`src/rtl/nkmd_dai_pkg.sv`:
```
// Shared constants and bus decode for the nkmd DAI sample paths (tx and rx).
// Address map, default widths and the decode helper used by the tx block.
package nkmd_dai_pkg;

   localparam int unsigned DAI_DATA_W = 24;
   localparam int unsigned DAI_PTR_W  = 6;

   localparam logic [15:0] DAI_TX_CTRL     = 16'hd000;
   localparam logic [15:0] DAI_TX_UNDERRUN = 16'hd001;
   localparam logic [15:0] DAI_TX_RING     = 16'hf000;

   typedef enum logic [1:0] {
      SEL_NONE,
      SEL_CTRL,
      SEL_UNDERRUN,
      SEL_RING
   } bus_sel_e;

   // The ring window occupies the whole 0xf000 page; the offset is taken mod depth by the caller.
   function automatic bus_sel_e decode_tx(input logic [15:0] addr);
      if (addr[15:12] == DAI_TX_RING[15:12]) return SEL_RING;
      if (addr == DAI_TX_CTRL)               return SEL_CTRL;
      if (addr == DAI_TX_UNDERRUN)           return SEL_UNDERRUN;
      return SEL_NONE;
   endfunction

endpackage

```
`src/rtl/nkmd_dai_ringbuf.sv`:
```
// Sample ring storage: one synchronous write port, two asynchronous read ports.
// Contents are not reset.
module nkmd_dai_ringbuf #(
   parameter int unsigned DATA_W = 24,
   parameter int unsigned PTR_W  = 6
) (
   input  logic              clk,
   input  logic              we,
   input  logic [PTR_W-1:0]  waddr,
   input  logic [DATA_W-1:0] wdata,
   input  logic [PTR_W-1:0]  raddr_a,
   output logic [DATA_W-1:0] rdata_a,
   input  logic [PTR_W-1:0]  raddr_b,
   output logic [DATA_W-1:0] rdata_b
);

   logic [DATA_W-1:0] mem [2**PTR_W];

   always_ff @(posedge clk) begin
      if (we) mem[waddr] <= wdata;
   end

   assign rdata_a = mem[raddr_a];
   assign rdata_b = mem[raddr_b];

endmodule

```
`src/rtl/nkmd_dai_tx.sv`:
```
// CPU-to-DAI transmit path: CPU fills a ring through a window relative to the write
// pointer and commits samples; the serializer pops one sample per ack, underruns emit silence.
module nkmd_dai_tx
   import nkmd_dai_pkg::*;
#(
   parameter int unsigned DATA_W = DAI_DATA_W,
   parameter int unsigned PTR_W  = DAI_PTR_W
) (
   input  logic              clk,
   input  logic              rst,
   output logic [DATA_W-1:0] tx_data_o,
   input  logic              tx_ack_i,
   input  logic [31:0]       data_i,
   output logic [31:0]       data_o,
   input  logic [31:0]       addr_i,
   input  logic              we_i
);

   localparam logic [PTR_W-1:0] QUEUED_MAX = '1;

   logic [PTR_W-1:0]  wptr_ff;
   logic [PTR_W-1:0]  rptr_ff;
   logic [PTR_W-1:0]  queued_ff;
   logic [7:0]        underrun_ff;

   bus_sel_e          sel;
   logic [PTR_W-1:0]  win_addr;
   logic [DATA_W-1:0] win_data;
   logic [DATA_W-1:0] pop_data;
   logic              win_we;
   logic              commit;
   logic              commit_ok;
   logic              pop_ok;
   logic              pop_empty;
   logic              ur_clr;
   logic [31:0]       rd_data;
   logic              unused_bits;

   assign unused_bits = ^{addr_i[31:16], data_i[31:DATA_W]};

   always_comb begin
      sel       = decode_tx(addr_i[15:0]);
      win_addr  = wptr_ff + addr_i[PTR_W-1:0];
      win_we    = we_i && (sel == SEL_RING);
      commit    = we_i && (sel == SEL_CTRL);
      ur_clr    = we_i && (sel == SEL_UNDERRUN);
      pop_ok    = tx_ack_i && (queued_ff != '0);
      pop_empty = tx_ack_i && (queued_ff == '0);
      // A pop in the same cycle frees a slot, so a commit at full is still accepted.
      commit_ok = commit && ((queued_ff != QUEUED_MAX) || pop_ok);
   end

   always_comb begin
      rd_data = '0;
      case (sel)
         SEL_CTRL:     rd_data[PTR_W-1:0]  = queued_ff;
         SEL_UNDERRUN: rd_data[7:0]        = underrun_ff;
         SEL_RING:     rd_data[DATA_W-1:0] = win_data;
         default:      rd_data             = '0;
      endcase
   end

   nkmd_dai_ringbuf #(
      .DATA_W (DATA_W),
      .PTR_W  (PTR_W)
   ) u_ring (
      .clk     (clk),
      .we      (win_we),
      .waddr   (win_addr),
      .wdata   (data_i[DATA_W-1:0]),
      .raddr_a (win_addr),
      .rdata_a (win_data),
      .raddr_b (rptr_ff),
      .rdata_b (pop_data)
   );

   always_ff @(posedge clk or posedge rst) begin
      if (rst) begin
         wptr_ff     <= '0;
         rptr_ff     <= '0;
         queued_ff   <= '0;
         underrun_ff <= '0;
         tx_data_o   <= '0;
         data_o      <= '0;
      end else begin
         data_o <= rd_data;

         if (commit_ok) wptr_ff <= wptr_ff + PTR_W'(1);

         if (pop_ok) begin
            rptr_ff   <= rptr_ff + PTR_W'(1);
            tx_data_o <= pop_data;
         end else if (pop_empty) begin
            tx_data_o <= '0;
         end

         if (commit_ok && !pop_ok)      queued_ff <= queued_ff + PTR_W'(1);
         else if (!commit_ok && pop_ok) queued_ff <= queued_ff - PTR_W'(1);

         if (ur_clr)                                   underrun_ff <= '0;
         else if (pop_empty && (underrun_ff != 8'hff)) underrun_ff <= underrun_ff + 8'd1;
      end
   end

endmodule

```
`config.mk`:
```
export PLATFORM = sky130hd
export DESIGN_NAME = nkmd_dai_tx
export DESIGN_NICKNAME = d
export VERILOG_FILES = /design/src/rtl/nkmd_dai_pkg.sv /design/src/rtl/nkmd_dai_ringbuf.sv /design/src/rtl/nkmd_dai_tx.sv
export SDC_FILE = /design/constraint.sdc
export NUM_CORES = 2
export LEC_CHECK = 0
export CORE_ASPECT_RATIO = 0.8
export CORE_MARGIN = 3
export CORE_UTILIZATION = 55
export CTS_CLUSTER_SIZE = 25
export DETAILED_ROUTE_END_ITERATION = 16
export PLACE_DENSITY = 0.69
export SYNTH_ARGS = -nofsm -noshare
export SYNTH_HDL_FRONTEND = slang
export SYNTH_SLANG_ARGS = --single-unit
export TNS_END_PERCENT = 100
```
`constraint.sdc`:
```
create_clock -name clk -period 6.4 [get_ports clk]
set_clock_uncertainty 0.2 [all_clocks]
set_input_delay 1.6 -clock clk [delete_from_list [all_inputs] [get_ports clk]]
set_output_delay 1.6 -clock clk [all_outputs]
set_load 0.005 [all_outputs]
```
Word level (Yosys, flattened, before mapping):

Memories as Yosys holds them, arrays and structs flattened.
Cells that the tools add are included.

* output and inout bits: 56
* word-level logic and storage cells: 61
* memories: 1
* register bits: 74
* bits in writable memories: 1536
* input bits: 68

Memories
* u_ring.mem: words 64, width 24, rd ports 2, clocked after memory_dff 0, write ports 1, RTL line nkmd_dai_ringbuf.sv:17 `logic [DATA_W-1:0] mem [2**PTR_W];`

* equality and inequality tests: 8
* reductions and logical operators: 17
* multiplexer cells: 23
* $add $sub $neg: 6

Operators with widths (number)
* two-way mux 24 bit: 2
* equality test 16 bit (second input constant): 2
* adder 6 x 1 -> 6 bit (second input constant): 3
* case mux 6 bit (3 select lines): 1
* two-way mux 16 bit: 1
* two-way mux 8 bit: 2
* two-way mux 2 bit: 6
* two-way mux 6 bit: 2
* logical AND 1 bit: 9
* adder 8 x 1 -> 8 bit (second input constant): 1
* two-way mux 1 bit: 8
* != test 8 bit (second input constant): 1
* adder 6 bit: 1
* logical NOT 6 bit: 1
* != test 6 bit (second input constant): 1
* nonzero test 2 bit: 3
* nonzero test 6 bit: 1
* subtractor 6 x 1 -> 6 bit (second input constant): 1
* equality test 2 bit (second input constant): 2
* equality test 4 bit (second input constant): 1
* case mux 2 bit (2 select lines): 1
* equality test 2 x 1 -> 1 bit (second input constant): 1
* logical NOT 1 bit: 2
* logical OR 1 bit: 1

Depth between registers and ports, before layout:

* word-level depth: 15
* gate-level depth with buffers: 16

Modules after synthesis:

Synthesis repeated with hierarchy kept, for this count alone.

* cell total of the unflattened synthesis: 3976
* area total of the unflattened synthesis: 74870.6 um^2

By module, submodules not included
* nkmd_dai_ringbuf: times used 1, seq. area each 46124.2 um^2, cells each 3607, area each 71135.7 um^2
* nkmd_dai_tx: times used 1, seq. area each 1851.8 um^2, cells each 369, area each 3734.8 um^2

Worst setup path after synthesis:

Ideal clock, no wire load.

* path type: input port to flip-flop
* start: in addr_i[0]
* end: mem u_ring.mem[14][0], enable pin
* slack: 0.914 ns
* required time: 5.795 ns
* stages on the path: 10
* arrival time: 4.881 ns
* cells stage by stage: ha_1 -> fa_1 -> buf_4 -> buf_6 -> inv_1 -> nor2_1 -> clkbuf_1 -> clkbuf_1 -> nand4_1 -> nor2_1

* longest elaborated chain between the ends: 11
* elaborated cells between the ends (all ways): 17
* classes of those cells: 1 x add/sub; 3 x eq/ne; 12 x mux; 1 x reduce/logical

Ends and longest elaborated chain
* from (decl): RTL line nkmd_dai_tx.sv:15 `input logic [31:0] addr_i,`
* equality test 16 bit: RTL line nkmd_dai_pkg.sv:23 `if (addr == DAI_TX_UNDERRUN) return SEL_UNDERRUN;`
* two-way mux 1 bit (2 in series): RTL line nkmd_dai_pkg.sv:23
* two-way mux 1 bit: RTL line nkmd_dai_pkg.sv:22 `if (addr == DAI_TX_CTRL) return SEL_CTRL;`
* two-way mux 2 bit: RTL line nkmd_dai_pkg.sv:24 `return SEL_NONE;`
* two-way mux 2 bit: RTL line nkmd_dai_pkg.sv:23
* two-way mux 2 bit: RTL line nkmd_dai_pkg.sv:22
* equality test 2 bit: RTL line nkmd_dai_tx.sv:44 `win_we = we_i && (sel == SEL_RING);`
* logical AND 1 bit: RTL line nkmd_dai_tx.sv:44
* two-way mux 1 bit: RTL line nkmd_dai_ringbuf.sv:20 `if (we) mem[waddr] <= wdata;`
* two-way mux 1 bit (not written as such): RTL line nkmd_dai_ringbuf.sv:20
* to (decl): RTL line nkmd_dai_ringbuf.sv:17

Parallel ways exist; a longest one is shown, timed or not. The select of a mux whose other input is x is not followed.

Final worst setup path:

* start: in addr_i[0]
* end: reg data_o[14]

* longest elaborated chain between the ends: 9
* elaborated cells between the ends (all ways): 16
* classes of those cells: 1 x add/sub; 3 x eq/ne; 11 x mux; 1 x memory

Ends and longest elaborated chain
* parallel branches: the longest is 8 deep, another holds memory read (64 x 24 bit)
* two-way mux 16 bit (*): RTL line nkmd_dai_tx.sv:55 `case (sel)`
* named net rd_data[14]: RTL line nkmd_dai_tx.sv:36 `logic [31:0] rd_data;`
* to (signal assigned): RTL line nkmd_dai_tx.sv:86 `data_o <= rd_data;`
* to (decl): RTL line nkmd_dai_tx.sv:14 `output logic [31:0] data_o,`

Mark *: on every way through the listed nets, which the timed path passes. The select of a mux whose other input is x is not followed.
A chain may end at the register's enable or synchronous reset.

==> flow_summary_export.csv <==
group,metric,value,unit
outcome,status,"complete, no violations",
cells_and_area,final_cell_mix,"edfxtp_1 (1,536), nand2_1 (558), mux4_2 (512), mux2i_1 (260), buf_4 (255)",
cts,cts.sinks,1610,
timing,slew_violations,0,
critical_path,crit_top_cell,"buf_4",
timing,setup_viol,0,
critical_path,path_buf_inv,5,
drt,wire_per_inst,36.0,µm
cts,clock_path_buffers,3,
logic_synthesis,yosys_warnings,0,
cts,ctsHoldBuffers,0,
logic_synthesis,syn_avg_cell_area,15.8,µm²
cts,root_buffer,"clkbuf_16",
global_routing,overflow,0,
worst_hold_path,hold_start,"wptr_ff[4]",
power,power.density,347,nW/µm²
logic_synthesis,postSynthCellCount,4805,
timing,rsz0062_at_grt,"false",
drt,routed_wl,252,mm
critical_path,slowest_delay,800,ps
drt,ant_nets,0,
timing,tns,0,ps
cells_and_area,final-seq-area,48000,µm²
worst_hold_path,whs_endpoint,"wptr_ff[4]",
global_routing,grt_max_degree,111,
logic_synthesis,synth_flop_cell,"edfxtp_1",
logic_synthesis,synth-seq-cells,1610,
global_routing,track_usage,34.9,%
timing,tightest_slew,1280,ps
timing,relSlewSlack,14.7,%
critical_path,worstPathArrival,5690,ps
cts,post-cts-setup-buffers,0,
logic_synthesis,synth_seq_area_share,63.0,%
timing,finalHoldViolCount,0,
floorplanning,ios,124,
power,ir_worst_vdd,0.337,mV
logic_synthesis,synth_edf_count,1536,
cts,cts_resized,0,
floorplanning,core_area,137000,µm²
global_routing,grt_pass1_wl,356,mm
placed_design,place.gp.congestion,0.906,
critical_path,cp_max_fo,38,
drt,drt_iter0_drc,8834,
critical_path,timing.rr.end,"data_o[17]",
cts,cts_buffers,158,
worst_hold_path,hold_path_depth,1,
cells_and_area,final_area,86800,µm²
critical_path,r2r_slack,2100,ps
critical_path,path_cells,"clkdlybuf4s50_1 > ha_4 > fa_4 > buf_12 > buf_4 > mux2_2 > o221ai_1 > a22oi_1 > buf_4 > o21ai_0 > nor4_1 > buf_4",
floorplanning,die_x,422,µm
timing,fin_crit_sh,81.0,%
cells_and_area,synthToLayoutAreaGrowth,14.0,%
cells_and_area,layout-drive-gt1-share,26.2,%
drt,via_per_inst,7.33,
logic_synthesis,synth_area,76200,µm²
drt,dr.pass1.iters,9,
timing,timing.hold.ws,314,ps
cells_and_area,multi_input_area,26700,µm²
critical_path,worstPathRequired,6910,ps
floorplanning,dieArea,143000,µm²
global_routing,grt_pass1_vias,48300,
logic_synthesis,synth-async-reset-ratio,4.60,%
cells_and_area,final_common_cell,"edfxtp_1",
cells_and_area,fill_cells,9579,
global_routing,antenna_found_initial,12,
cts,clkTransAtPathRegs,60,ps
floorplanning,start_util,55.7,%
critical_path,cp-end-kind,"register",
placed_design,port_buffers,91,
logic_synthesis,synthDistinctLibCells,70,
critical_path,worstSetupPathType,"in -> reg",
placed_design,dp_hpwl,157,mm
power,power,0.0301,W
cells_and_area,finalNetCount,5098,
placed_design,dpl_cell_area,81700,µm²
power,p_leak,28.4,nW
flow_run,drv_cap,0,
floorplanning,rows,121,
critical_path,start_kind,"input port",
floorplanning,fp.dieH,339,µm
drt,drc,0,
cts,tritoncts,"yes",
drt,vias,51200,
timing,period_needed,5180,ps
critical_path,crit_family,"buffers and inverters",
critical_path,crit_slowest_cell,"fa_4",
worst_hold_path,min_path_type,"reg -> reg",
critical_path,regToRegStartpoint,"wptr_ff[4]",
cts,cts-htree-levels,4,
timing,max_clock_freq,193,MHz
critical_path,worst_r2r_path_depth,8,
cts,clock_latency,810,ps
==> worst max-delay path by stage <==
| stage | cells after the start | end | from |
|---|---|---|---|
| finish | 12 | data_o[14] | addr_i[0] |
| global route | 12 | data_o[14] | addr_i[0] |
| CTS | 12 | data_o[14] | addr_i[0] |
| detailed placement | 12 | data_o[14] | addr_i[0] |
| global placement | 12 | data_o[14] | addr_i[0] |
| floorplan | 10 | u_ring.mem[14][0] | addr_i[0] |
==> report_power, final <==
part | internal (W) | total (W) | switching (W)
Combinational | 0.00396 | 0.00867 | 0.00471
Sequential | 0.0117 | 0.0121 | 0.000452
Clock | 0.00535 | 0.00934 | 0.00400
Total | 0.0210 | 0.0301 | 0.00916
==> flip-flops by register name (all words and copies together) (netlist names) <==
name,cells
tx_data_o,24
underrun_ff,8
u_ring.mem,1536
queued_ff,6
rptr_ff,6
wptr_ff,6
data_o,24
==> layer usage <==
layer	vias up	global-route usage [%]	share of wire, %
met5	-	0.300	0.041
li1	20100	-	-
met1	26000	49.0	36
met4	8	14.6	4.7
met3	702	14.3	17
met2	4440	48.6	42
==> area by class of cell <==
class / count / share of cell area (%)
antenna: 9 / 0.0259
clock buffer: 202 / 4.91
clock inverter: 79 / 0.950
inverter: 25 / 0.117
multi-input combinational: 2777 / 30.7
sequential: 1610 / 55.3
tap: 1845 / 2.66
timing repair buffer: 442 / 5.33
==> Yosys cell counts (all sizes together) (70+ instances only) <==
cell / n / area (µm²)
o21ai: 120 / 604
nor3: 119 / 601
clkbuf: 133 / 499
dfrtp: 74 / 1850
edfxtp: 1536 / 46100
nand3: 111 / 556
nand2: 561 / 2110
mux2: 124 / 1400
a31oi: 70 / 438
buf: 267 / 1560
mux4: 512 / 11500
a21oi: 124 / 624
nor2: 163 / 612
mux2i: 260 / 2600
==> stage by stage <==
stage | setup slack (ps) | util, % | cells
global placement | 529 | 59.8 | 6699
CTS | 1410 | 63.5 | 6980
detailed placement | 541 | 59.8 | 6699
floorplan | 914 | - | 4812
global route | 1200 | 63.5 | 6982
finish | 1220 | 63.5 | 6989
==> kinds of logic after synthesis <==
logic type | Yosys count | share of synthesized area [%]
AO/OA/AOI/OAI | 757 | 7.06
XOR/XNOR | 31 | 0.396
other | 1 | 0.00492
buffers and inverters | 425 | 2.82
multiplexers | 896 | 20.4
flip-flops | 1610 | 63.0
AND/OR/NAND/NOR | 1069 | 6.05
adder cells (fa/ha/maj) | 16 | 0.283
(Power assumes the default switching activity.)
